===== config.mk =====
export PLATFORM = sky130hd
export DESIGN_NAME = rs_issue_sched
export DESIGN_NICKNAME = d
export VERILOG_FILES = /design/src/rtl/issue_pkg.sv /design/src/rtl/rr_pick_first.sv /design/src/rtl/rs_issue_sched.sv
export SDC_FILE = /design/constraint.sdc
export NUM_CORES = 1
export LEC_CHECK = 0
export BUFFER_PORTS_ARGS = -buffer_cell sky130_fd_sc_hd__buf_4
export CAP_MARGIN = 20
export CORE_MARGIN = 4
export CORE_UTILIZATION = 40
export DETAILED_ROUTE_END_ITERATION = 10
export PLACE_DENSITY = 0.68
export SYNTH_ARGS = -nofsm -noshare
export SYNTH_HDL_FRONTEND = slang
export SYNTH_SLANG_ARGS = --single-unit

===== constraint.sdc =====
create_clock -name clock -period 25.4 [get_ports clock]
set_input_delay 5.08 -clock clock [delete_from_list [all_inputs] [get_ports clock]]
set_output_delay 5.08 -clock clock [all_outputs]
set_load 0.03 [all_outputs]

===== src/rtl/issue_pkg.sv =====
// Shared constants and types for the reservation-station issue scheduler.
package issue_pkg;

   localparam int ISSUE_WIDTH     = 2;
   localparam int RS_SIZE_DEFAULT = 8;
   localparam int IDX_W_DEFAULT   = $clog2(RS_SIZE_DEFAULT);

   typedef logic [IDX_W_DEFAULT-1:0] rs_idx_t;

   typedef struct packed {
      logic    valid;
      rs_idx_t idx;
   } issue_gnt_t;

endpackage


===== src/rtl/rr_pick_first.sv =====
// Round-robin first-set search: rotate so the start pointer sits at bit 0,
// take the lowest set bit, then add the pointer back to un-rotate.
module rr_pick_first #(
   parameter int N = 8,
   parameter int W = $clog2(N)
) (
   input  logic [N-1:0] elig,
   input  logic [W-1:0] start,
   output logic         found,
   output logic [W-1:0] idx
);

   logic [N-1:0] rot;
   logic [W-1:0] off;

   always_comb begin
      rot   = N'({elig, elig} >> start);
      found = 1'b0;
      off   = '0;
      // Descending loop: the last hit written is the lowest set bit.
      for (int i = N - 1; i >= 0; i--) begin
         if (rot[i]) begin
            found = 1'b1;
            off   = W'(i);
         end
      end
      // N is a power of two, so the add wraps modulo N for free.
      idx = start + off;
   end

endmodule


===== src/rtl/rs_issue_sched.sv =====
// Dual-issue round-robin scheduler for the RS, with occupancy tracking for
// the single non-pipelined multiplier.
module rs_issue_sched
   import issue_pkg::*;
#(
   parameter int RS_SIZE  = RS_SIZE_DEFAULT,
   parameter int MULT_LAT = 4,
   parameter int IDX_W    = $clog2(RS_SIZE)
) (
   input  logic                   clock,
   input  logic                   reset,
   input  logic [RS_SIZE-1:0]     req,
   input  logic [RS_SIZE-1:0]     is_mult,
   input  logic [ISSUE_WIDTH-1:0] port_ready,
   input  logic                   stall,
   input  logic                   flush,
   output logic [ISSUE_WIDTH-1:0] gnt_valid,
   output logic [IDX_W-1:0]       gnt_idx0,
   output logic [IDX_W-1:0]       gnt_idx1,
   output logic [RS_SIZE-1:0]     gnt_mask,
   output logic                   mult_busy,
   output logic [IDX_W-1:0]       rr_ptr
);

   localparam int CNT_W = $clog2(MULT_LAT + 1);
   localparam logic [RS_SIZE-1:0] ONE = {{(RS_SIZE-1){1'b0}}, 1'b1};

   logic [CNT_W-1:0]   mult_cnt;
   logic [RS_SIZE-1:0] elig0, elig1, pick0_oh;
   logic               found0, found1, first_mult;
   logic [IDX_W-1:0]   pick0, pick1, last_idx;
   logic               take0, take1, mult_gnt;

   assign mult_busy = (mult_cnt != '0);
   assign elig0     = req & ~(is_mult & {RS_SIZE{mult_busy}});

   rr_pick_first #(.N(RS_SIZE), .W(IDX_W)) u_pick0 (
      .elig  (elig0),
      .start (rr_ptr),
      .found (found0),
      .idx   (pick0)
   );

   // Second pick never repeats the first, and skips every mult entry once
   // the first pick already claimed the multiplier.
   assign pick0_oh   = found0 ? (ONE << pick0) : '0;
   assign first_mult = found0 && is_mult[pick0];
   assign elig1      = elig0 & ~pick0_oh & ~(first_mult ? is_mult : '0);

   rr_pick_first #(.N(RS_SIZE), .W(IDX_W)) u_pick1 (
      .elig  (elig1),
      .start (rr_ptr),
      .found (found1),
      .idx   (pick1)
   );

   always_comb begin
      // NOTE: every output of this block gets a default first so no path
      // leaves one unassigned, which would otherwise infer a latch.
      gnt_valid = '0;
      gnt_idx0  = '0;
      gnt_idx1  = '0;
      gnt_mask  = '0;
      take0     = 1'b0;
      take1     = 1'b0;
      if (!stall && !flush) begin
         take0 = found0 && (|port_ready);
         take1 = found1 && (&port_ready);
      end
      if (take0) begin
         // With only port 1 ready, the first pick lands there.
         if (port_ready[0]) begin
            gnt_valid[0] = 1'b1;
            gnt_idx0     = pick0;
         end else begin
            gnt_valid[1] = 1'b1;
            gnt_idx1     = pick0;
         end
         gnt_mask = gnt_mask | (ONE << pick0);
      end
      if (take1) begin
         gnt_valid[1] = 1'b1;
         gnt_idx1     = pick1;
         gnt_mask     = gnt_mask | (ONE << pick1);
      end
      mult_gnt = (take0 && is_mult[pick0]) || (take1 && is_mult[pick1]);
      last_idx = take1 ? pick1 : pick0;
   end

   // NOTE: state registers use non-blocking assignments so every flop
   // samples the pre-edge values of its neighbours.
   always_ff @(posedge clock or posedge reset) begin
      if (reset) begin
         rr_ptr   <= '0;
         mult_cnt <= '0;
      end else begin
         if (flush)
            rr_ptr <= '0;
         else if (take0)
            rr_ptr <= last_idx + 1'b1;

         // Flush leaves the counter alone so an in-flight multiply drains.
         if (mult_gnt)
            mult_cnt <= CNT_W'(MULT_LAT - 1);
         else if (mult_cnt != '0)
            mult_cnt <= mult_cnt - 1'b1;
      end
   end

endmodule


# ---- Word-level counts from Yosys, hierarchy flattened
# Index checks and enable logic that the tools add are counted.
dict set report word_totals {
  ff_bits 6
}
dict set report op_classes {
  add_sub_neg 4
  n_lt_le_gt_ge 2
  n_shift 4
  muxes 56
  n_bitwise 8
  reduce_logical 14
}
# op n
set ops {}
lappend ops {{$mux 3} 26}
lappend ops {{$and 8x8->8} 4}
lappend ops {{$mux 8} 4}
lappend ops {{$shr 16x3->8} 2}
lappend ops {{$not 8->8} 3}
lappend ops {{$mux 1} 23}
lappend ops {{$shl 1x3->8 const A} 2}
lappend ops {{$lt 3x4->1 const B} 2}
lappend ops {{$or 8x8->8} 1}
lappend ops {{$add 3x3->3} 2}
lappend ops {{$bmux 1 s3} 2}
lappend ops {{$logic_and 1x1->1} 6}
lappend ops {{$reduce_bool 2->1} 2}
lappend ops {{$add 3x1->3 const B} 1}
lappend ops {{$reduce_bool 3->1} 1}
lappend ops {{$sub 3x1->3 const B} 1}
lappend ops {{$logic_not 1->1} 2}
lappend ops {{$mux 2} 1}
lappend ops {{$reduce_and 2->1} 1}
lappend ops {{$reduce_or 2->1} 1}
lappend ops {{$logic_or 1x1->1} 1}

# ---- Depth between registers and ports, before layout
# Gate-level depths: netlist (run 1).
dict set report depth {
  ltp_word 35
  depth_mapped 33
  mapped_depth_nobuf 31
}

# ---- By module
# A second synthesis (run 1) with hierarchy kept.
dict set report unflattened {
  cells_unflattened 278
  area_unflattened_um2 2304.7
}
# mod n_inst cells_each area_each_um2
set by_module_without_submodules {}
lappend by_module_without_submodules {rr_pick_first 2 71 651.9}
lappend by_module_without_submodules {rs_issue_sched 1 136 1001.0}

# ---- Worst setup path before layout (run 1)
# Ideal clock, no wire load.
dict set report synth_path {
  kind {input to output}
  from {input port is_mult[3]}
  to {output port gnt_mask[0]}
  arrival_time_ns 11.404
  path_slack_ns 8.916
  cell_stages 25
  path_cell_list {inv_1 > o21ai_0 > mux4_2 > o211ai_2 > or2b_1 > o21ai_0 > a211o_1 > fa_1 > clkbuf_8 > mux2i_1 > a211oi_4 > o311ai_1 > nand2_1 > o21ai_0 > nor2_1 > mux4_2 > a21o_1 > o31a_1 > ha_1 > fa_1 > xnor2_1 > nand2_1 > a21o_2 > o31a_2 > o32ai_1}
}
dict set report synth_via {
  elab_chain_cells 32
  elab_cells_between_ends 57
  cone_classes {add/sub: 2; shift: 4; mux: 40; bitwise: 8; reduce/logical: 3}
}
# item line_no
set synth_lines {}
lappend synth_lines {{start, declared} rs_issue_sched.sv:13} ;# input logic [RS_SIZE-1:0] is_mult,
lappend synth_lines {{$and 8x8->8} rs_issue_sched.sv:35} ;# assign elig0 = req & ~(is_mult & {RS_SIZE{mult_busy}});
lappend synth_lines {{$not 8->8} rs_issue_sched.sv:35}
lappend synth_lines {{$and 8x8->8} rs_issue_sched.sv:35}
lappend synth_lines {{$shr 16x3->8} rr_pick_first.sv:17} ;# rot = N'({elig, elig} >> start);
lappend synth_lines {{$mux 3 (8 in series)} rr_pick_first.sv:22} ;# if (rot[i]) begin
lappend synth_lines {{$add 3x3->3} rr_pick_first.sv:28} ;# idx = start + off;
lappend synth_lines {{$bmux 1 s3} rs_issue_sched.sv:47} ;# assign first_mult = found0 && is_mult[pick0];
lappend synth_lines {{$mux 1 (implied by the code)} rs_issue_sched.sv:47}
lappend synth_lines {{[2 not listed]} n/a}
lappend synth_lines {{$not 8->8} rs_issue_sched.sv:48} ;# assign elig1 = elig0 & ~pick0_oh & ~(first_mult ? is_mult : '0);
lappend synth_lines {{$and 8x8->8} rs_issue_sched.sv:48}
lappend synth_lines {{$shr 16x3->8} rr_pick_first.sv:17}
lappend synth_lines {{$mux 3 (8 in series)} rr_pick_first.sv:22}
lappend synth_lines {{$add 3x3->3} rr_pick_first.sv:28}
lappend synth_lines {{$shl 1x3->8} rs_issue_sched.sv:84} ;# gnt_mask = gnt_mask | (ONE << pick1);
lappend synth_lines {{$or 8x8->8} rs_issue_sched.sv:84}
lappend synth_lines {{$mux 8 *} rs_issue_sched.sv:81} ;# if (take1) begin
lappend synth_lines {{end, declared} rs_issue_sched.sv:20} ;# output logic [RS_SIZE-1:0] gnt_mask,
# Mark *: on every way between the ends. The rest lies on a longest branch, timed or not. The select of a mux whose other input is x is not followed.

# ---- Worst setup path after layout (run 1)
# Ends and elaborated chain as after synthesis.

==> impl_metrics.csv, run 1 <==
group,metric,value,unit
clock_network,holdBufCountCts,0,
setup_path,crit_path_start_kind,"input port",
logic_synthesis,ys_ff_latch,6,
setup_path,reg2reg_from,"mult_cnt[0]",
setup_path,cp-startpoint,"is_mult[3]",
min_path,whs_endpoint,"mult_cnt[1]",
logic_synthesis,synth_area_leaders,"mux4_2 (7.2%), nand2_1 (5.4%), dfrtp_1 (5.3%)",
timing,worst_clock_skew,6.06,ps
flow_run,drv_cap,0,
logic_synthesis,synth_common_cells,"nand2_1 (41), nor2_1 (28), a21oi_1 (25)",
setup_path,critPathRequiredTime,20320,ps
logic_synthesis,ys.flop_type,"dfrtp_1",
timing,finalMaxSlewViolations,0,
clock_network,cts_setup_buffers,0,
layout,multi_input_area,0.00236,sq mm
routing,dr.first_iter.drc_count,574,
clock_network,clock_latency,220,ps
logic_synthesis,synth_top_area_share,7.17,%
routing,vias_per_cell,6.69,
logic_synthesis,netlist_instances,364,
logic_synthesis,synth_edf_count,0,
clock_network,root_buffer,"clkbuf_8",
timing,fin_ws,7880,ps
setup_path,reg2reg_to,"rr_ptr[2]",
min_path,worstHoldPathCells,4,
placed_design,dp_hpwl,7.34,mm
placed_design,gp_congestion,1.05,
logic_synthesis,synth-compound-area-share,43.6,%
clock_network,ctsLongestPathBuffers,2,
timing,hold_viol_final,0,
global_routing,grt_pass1_vias,3161,
floorplanning,ios,42,
clock_network,path_clk_slew,30,ps
routing,route.detailed.drc,0,
floorplanning,die-area,0.00848,sq mm
logic_synthesis,synth_top_family_by_area,"compound AO/OA/AOI/OAI gates",
setup_path,worstSetupPathType,"in2out",
global_routing,grt_max_degree,32,
global_routing,grt_antenna_before_repair,0,
layout,area_growth,9.83,%
routing,num_vias,3260,
timing,tightest_slew,805,ps
routing,first_pass_iters,7,
global_routing,grt_pass1_wl,15.9,mm
logic_synthesis,synth-seq-area-share,5.31,%
setup_path,cp.arrival,12440,ps
logic_synthesis,yosys.area_share.simple,20.8,%
timing,fin_crit,17520,ps
min_path,min_path_type,"reg2reg",
logic_synthesis,synthesis.area,0.00283,sq mm
logic_synthesis,avgSynthCellArea,7.77,sq um
global_routing,track_usage,22.7,%
setup_path,crit_fanout,11,
timing,rsz0062_at_grt,"false",
logic_synthesis,syn-num-nets,392,
routing,drt_wl_total,9.65,mm
layout,final_nets,421,
timing,slew_headroom,46.1,%
status,status,"complete, no violations",
setup_path,reg2reg_slack,17150,ps
floorplanning,initial_core_util,41.4,%
layout,drive_above_1_share,23.5,%
min_path,min_from,"mult_cnt[1]",
logic_synthesis,synth.most_common_cell,"nand2_1",
floorplanning,row_count,30,
logic_synthesis,synth_largest_area_cell,"mux4_2",
logic_synthesis,ys.warnings.count,0,
global_routing,grt_overflow,0,
setup_path,endpoint_kind,"output pin",
timing,maxClockFrequency,0.0571,GHz
setup_path,reg2reg_depth,26,
layout,regArea,150,sq um
layout,nFillCells,713,
clock_network,cts-buffers-inserted,3,
logic_synthesis,synth_xor_xnor_area_share,2.17,%
clock_network,cts_sinks,6,
logic_synthesis,synthMuxAreaShare,13.2,%
clock_network,h-tree-depth,1,
logic_synthesis,async_reset_ff_share,100,%
floorplanning,die_h,92.1,um
timing,min_period_over_period,69.0,%
timing,setup_viol,0,
routing,wl_per_cell,19.8,um
timing,setup_tns,0,ps
placed_design,portBuffers,41,
layout,diodes,0,
clock_network,cts_resized,0,
logic_synthesis,post_synth_num_cell_types,88,
floorplanning,die_w,92.1,um
routing,ant_nets,0,
placed_design,dp_worst_setup_slack,8120,ps
clock_network,cts_tree,"done",
logic_synthesis,synth_fa_ha_area_share,3.67,%
floorplanning,core_area,0.00683,sq mm
-- through the flow --
stage / instance area [sq um] / hold slack (ps) / utilization, % / cells
after floorplan: 2830 / 559 / - / 364
after global placement: 3060 / 620 / 44.8 / 484
after detailed placement: 3060 / 635 / 44.8 / 484
after CTS: 3100 / 642 / 45.4 / 487
after global routing: 3100 / 693 / 45.4 / 487
final: 3100 / 629 / 45.4 / 487
-- critical path: stages --
cell and delay [ps]:
buf_4 130, inv_1 90, o21ai_0 240, mux4_2 590
o211ai_2 210, or2b_1 210, o21ai_0 90, a211o_1 350
fa_1 820, mux2i_1 430, a211oi_4 160, o311ai_1 630
nand2_1 220, o21ai_0 510, nor2_1 100, mux4_2 460
a21o_1 170, o31a_1 100, ha_1 190, fa_1 380
xnor2_1 360, nand2_1 100, a21o_2 210, o31a_2 140
o32ai_1 250, buf_4 210
-- metal layers --
| layer | global-route usage, % | vias up | share of wire [%] | routed length, um |
|---|---|---|---|---|
| li1 | - | 1493 | - | - |
| met1 | 31.8 | 1518 | 43 | 4110 |
| met2 | 36.5 | 222 | 45 | 4390 |
| met3 | 2.54 | 27 | 9.6 | 927 |
| met4 | 6.68 | 0 | 2.3 | 223 |
| met5 | 0 | - | 0 | 0 |
-- placed cells by master, fill, tap and decap left out, types with 4 or more instances in the layout --
master,count
a211oi_1,10
a21oi_1,25
a31oi_1,9
a32oi_1,5
and2_1,5
buf_4,44
dfrtp_1,6
ha_1,4
inv_1,24
mux2i_1,8
mux4_2,9
nand2_1,41
nand2b_1,4
nand3_1,12
nor2_1,28
nor3_1,8
o211ai_1,4
o21ai_0,21
o21ai_1,7
o221ai_1,4
o22ai_1,7
o311ai_1,4
o31ai_1,9
o32ai_1,6
-- registers in the layout, indices dropped and copies added (netlist names) --
| name | cells |
|---|---|
| rr_ptr | 3 |
| mult_cnt | 3 |
-- kinds of logic (layout without fill, tap and decap cells) --
logic type      count (synthesis)  in the layout
fa+ha+maj                       7              7
flops                           6              6
simple gates                  119            119
compound gates                160            160
xor+xnor                        4              4
mux                            21             21
buf+inv                        47             74
-- worst max path at each step --
stage	slack (ps)	endpoint	cells after the start
floorplan	8920	gnt_mask[0]	25
global placement	8170	gnt_mask[0]	27
detailed placement	8120	gnt_mask[0]	27
CTS	8100	gnt_mask[0]	26
global route	7500	gnt_mask[0]	26
finish	7880	gnt_mask[0]	26
-- layout make-up --
type	instances	share of cell area, %
Multi-Input combinational cell	311	76.1
Sequential cell	6	4.84
Inverter	27	3.26
Clock buffer	3	1.33
Timing Repair Buffer	44	10.6
Tap cell	96	3.87
Power of run 1 is left out: the tool's default activity adds up to more than one toggle a clock period on the data nets, which glitch-free logic cannot reach.
==> run 2, diff against run 1 <==
==> constraint.sdc (replaced) <==
create_clock -name clock -period 16.3 [get_ports clock]
set_input_delay 3.26 -clock clock [delete_from_list [all_inputs] [get_ports clock]]
set_output_delay 3.26 -clock clock [all_outputs]
set_load 0.03 [all_outputs]
==> impl_metrics.csv, run 2 (same netlist as run 1, synthesis figures left out) <==
group,metric,value,unit
layout,final_cell_mix,"buf_4 (44), nand2_1 (41), nor2_1 (28), a21oi_1 (25), inv_1 (24)",
setup_path,cp-startpoint,"is_mult[3]",
global_routing,track_usage,22.6,%
clock_network,ctsLongestPathBuffers,2,
clock_network,cts_setup_buffers,0,
timing,tightest_slew,804,ps
clock_network,path_clk_slew,30,ps
timing,worst_clock_skew,3.83,ps
status,status,"complete, no violations",
routing,first_pass_iters,5,
layout,final_common_cell,"buf_4",
setup_path,reg2reg_to,"rr_ptr[2]",
layout,top_regs,"mult_cnt x3, rr_ptr x3",
routing,vias_per_cell,6.70,
timing,maxClockFrequency,0.0726,GHz
routing,ant_nets,0,
clock_network,holdBufCountCts,0,
floorplanning,initial_core_util,41.4,%
timing,finalMaxSlewViolations,0,
timing,hold_viol_final,0,
min_path,min_from,"mult_cnt[1]",
global_routing,grt_overflow,0,
clock_network,cts_resized,0,
flow_run,drv_cap,0,
timing,slew_headroom,46.2,%
setup_path,reg2reg_slack,8150,ps
timing,setup_tns,0,ps
clock_network,cts_tree,"done",
routing,route.detailed.drc,0,
floorplanning,die_h,92.1,um
timing,min_period_over_period,84.5,%
min_path,whs_endpoint,"mult_cnt[1]",
layout,diodes,0,
setup_path,endpoint_kind,"output pin",
global_routing,grt_pass1_vias,3190,
layout,drive_above_1_share,23.5,%
clock_network,cts-buffers-inserted,3,
global_routing,grt_antenna_before_repair,0,
setup_path,reg2reg_depth,26,
layout,final_nets,421,
setup_path,crit_path_start_kind,"input port",
layout,area_growth,9.83,%
setup_path,critPathBufInv,3,
setup_path,critPathSlowestCell,"fa_1",
floorplanning,row_count,30,
floorplanning,ios,42,
setup_path,critPathRequiredTime,13040,ps
setup_path,worstSetupPathType,"in2out",
timing,fin_crit,13770,ps
clock_network,clock_latency,220,ps
routing,num_vias,3263,
global_routing,grt_max_degree,32,
setup_path,crit_fanout,11,
timing,setup_viol,0,
timing,rsz0062_at_grt,"false",
routing,wl_per_cell,20.1,um
min_path,worstHoldPathCells,4,
routing,drt_wl_total,9.79,mm
placed_design,dp_hpwl,7.39,mm
setup_path,crit_family,"compound AO/OA/AOI/OAI gates",
floorplanning,die_w,92.1,um
routing,dr.first_iter.drc_count,433,
setup_path,reg2reg_from,"mult_cnt[0]",
min_path,min_path_type,"reg2reg",
floorplanning,die-area,0.00848,sq mm
placed_design,portBuffers,41,
placed_design,gp_congestion,1.01,
global_routing,grt_pass1_wl,15.9,mm
clock_network,cts_sinks,6,
clock_network,root_buffer,"clkbuf_8",
timing,fin_ws,2530,ps
setup_path,cp.arrival,10510,ps
clock_network,h-tree-depth,1,
setup_path,worst_path_largest_cell_delay,790,ps
placed_design,dp_worst_setup_slack,2710,ps
floorplanning,core_area,0.00683,sq mm
[run 2: cell counts in the layout (fill, tap and decap cells not counted)]
No cell type changed its count.
[run 2: routing by layer]
layer / wire length [um] / global-route usage (%) / vias up
met5: 0 / 0 / -
met4: 184 / 7.80 / 0
met3: 951 / 2.79 / 20
met2: 4390 / 35.9 / 212
met1: 4260 / 31.3 / 1541
li1: - / - / 1490
[run 2: how the worst max path moves through the flow]
stage | endpoint | slack [ps] | cells after the start
final | gnt_mask[0] | 2530 | 26
after global placement | gnt_mask[0] | 2770 | 27
after global routing | gnt_mask[4] | 2080 | 24
after CTS | gnt_mask[0] | 2680 | 26
after floorplan | gnt_mask[0] | 3460 | 25
after detailed placement | gnt_mask[0] | 2710 | 27
[run 2: through the flow]
stage               instance area, sq um  cells  hold slack [ps]  util (%)
floorplan                           2830    364              559         -
global placement                    3060    484              618      44.8
detailed placement                  3060    484              634      44.8
CTS                                 3100    487              643      45.4
global route                        3100    487              717      45.4
finish                              3100    487              642      45.4
[run 2: layout make-up]
type | instances | area (sq um)
Sequential cell | 6 | 150
Clock buffer | 3 | 41.3
Inverter | 27 | 101
Tap cell | 96 | 120
Fill cell | 696 | 3730
Multi-Input combinational cell | 311 | 2360
Timing Repair Buffer | 44 | 330
[run 2: worst register-to-register path, stage by stage (launching register included)]
cell      delay, ps
dfrtp_1         350
inv_1           110
ha_1            190
nor2b_4         380
o21ai_0         320
mux4_2          600
o211ai_2        200
or2b_1          200
o21ai_0         100
a211o_1         330
fa_1            790
mux2i_1         410
a211oi_4        160
o31ai_1         640
nand2_1         200
o21ai_1         450
nor2_1          110
mux4_2          460
a21o_1          160
o31a_1          100
ha_1            200
fa_1            600
inv_1           130
a21oi_1         100
ha_1            250
or3_1           360
a31oi_1         160
Power of run 2 is left out for the same reason.
==> run 3, diff against run 2 <==
--- a/config.mk
+++ b/config.mk
@@ -10,7 +10,7 @@
 export CORE_MARGIN = 4
 export CORE_UTILIZATION = 40
 export DETAILED_ROUTE_END_ITERATION = 10
-export PLACE_DENSITY = 0.68
+export PLACE_DENSITY = 0.71
 export SYNTH_ARGS = -nofsm -noshare
 export SYNTH_HDL_FRONTEND = slang
 export SYNTH_SLANG_ARGS = --single-unit
==> constraint.sdc (replaced) <==
create_clock -name clock -period 11.1 [get_ports clock]
set_input_delay 2.22 -clock clock [delete_from_list [all_inputs] [get_ports clock]]
set_output_delay 2.22 -clock clock [all_outputs]
set_load 0.03 [all_outputs]
==> impl_metrics.csv, run 3 (same netlist as run 1, synthesis figures left out) <==
group,metric,value,unit
clock_network,path_clk_slew,40,ps
placed_design,dp_hpwl,7.45,mm
routing,route.detailed.drc,0,
min_path,min_path_type,"reg2reg",
timing,maxClockFrequency,0.0929,GHz
layout,nFillCells,698,
routing,vias_per_cell,6.56,
floorplanning,core_area,0.00683,sq mm
timing,slew_headroom,47.8,%
layout,top_regs,"mult_cnt x3, rr_ptr x3",
layout,fin_area,0.00330,sq mm
floorplanning,row_count,30,
timing,tightest_slew,779,ps
routing,wl_per_cell,19.3,um
timing,fin_crit,10770,ps
clock_network,holdBufCountCts,0,
layout,final_common_cell,"buf_4",
setup_path,worstSetupPathType,"in2out",
routing,ant_nets,0,
clock_network,h-tree-depth,1,
timing,finalMaxSlewViolations,0,
placed_design,gp_congestion,0.992,
global_routing,grt_max_degree,32,
routing,drt_wl_total,9.83,mm
setup_path,cp.arrival,8550,ps
global_routing,grt_pass1_wl,16.0,mm
timing,setup_viol,0,
layout,area_growth,16.9,%
global_routing,grt_overflow,0,
setup_path,crit_fanout,8,
clock_network,ctsLongestPathBuffers,2,
clock_network,cts_tree,"done",
layout,drive_above_1_share,29.4,%
setup_path,crit_path_start_kind,"input port",
floorplanning,die-area,0.00848,sq mm
timing,worst_clock_skew,0.841,ps
layout,final_cell_mix,"buf_4 (65), nand2_1 (41), nor2_1 (28), a21oi_1 (25), inv_1 (23)",
routing,num_vias,3330,
setup_path,endpoint_kind,"output pin",
global_routing,grt_antenna_before_repair,0,
floorplanning,ios,42,
setup_path,critPathRequiredTime,8880,ps
placed_design,portBuffers,41,
layout,diodes,0,
status,status,"complete, no violations",
global_routing,track_usage,23.0,%
layout,final_nets,442,
flow_run,drv_cap,0,
clock_network,cts_sinks,6,
clock_network,root_buffer,"clkbuf_8",
routing,first_pass_iters,4,
routing,dr.first_iter.drc_count,341,
floorplanning,initial_core_util,41.4,%
floorplanning,die_h,92.1,um
global_routing,grt_pass1_vias,3227,
timing,hold_viol_final,0,
clock_network,clock_latency,220,ps
placed_design,place_area,0.00318,sq mm
clock_network,cts-buffers-inserted,3,
timing,min_period_over_period,97.0,%
floorplanning,die_w,92.1,um
timing,holdWs,661,ps
==> run 3: per-layer routing <==
layer / wire (um) / global-route usage (%)
met5: 0 / 0
met4: 207 / 6.19
met3: 879 / 3.20
met2: 4530 / 38.3
met1: 4210 / 31.0
==> run 3: critical path, cell delays in order <==
cell and delay [ps]:
buf_4 150, inv_1 120, o21ai_1 160, mux4_1 510, nand3b_1 190, or2b_1 220, o21ai_0 90, a211o_1 320
fa_2 600, nor2_1 60, a21oi_1 120, nor3_1 80, a211oi_4 410, o311ai_2 200, and2_1 180, mux2_2 310
nor2_1 140, nor2_1 50, mux4_2 450, a21o_1 160, o31a_1 100, ha_1 190, fa_1 400, xnor2_2 170
buf_4 160, o31a_2 310, o32ai_1 250, buf_4 210
==> run 3: stage by stage <==
step                      utilization [%]  std cells  setup TNS, ps  setup slack, ps
after floorplan                         -        364              0              336
after global placement               46.5        499              0             70.2
after detailed placement             46.5        499              0             96.4
after CTS                            47.1        502              0             46.8
after global routing                 48.4        508          -40.6            -40.6
final                                48.4        508              0              332
==> run 3: layout make-up <==
cell class / instances / area (sq um) / area share, %
clock buffer: 3 / 41.3 / 1.25
inverter: 27 / 101 / 3.07
multi-input combinational: 311 / 2400 / 72.7
sequential: 6 / 150 / 4.55
tap: 96 / 120 / 3.64
timing repair buffer: 65 / 488 / 14.8
==> run 3: worst paths after layout <==
kind	start	end	slack [ps]	cells after the start
max in group asynchronous	reset	rr_ptr[2]	9000	2
worst max register to register	mult_cnt[0]	rr_ptr[2]	3580	32
worst min-delay path	mult_cnt[1]	mult_cnt[1]	660	4
min in group asynchronous	reset	mult_cnt[1]	1920	2
worst min register to register	mult_cnt[1]	mult_cnt[1]	660	4
worst max-delay path	is_mult[4]	gnt_mask[0]	330	28
==> run 3: timing repair <==
action,CTS,global route
hold endpoints to repair,0,0
setup buffers,0,6
gates resized for setup,0,9
setup endpoints to repair,0,10
Power of run 3 is left out for the same reason.
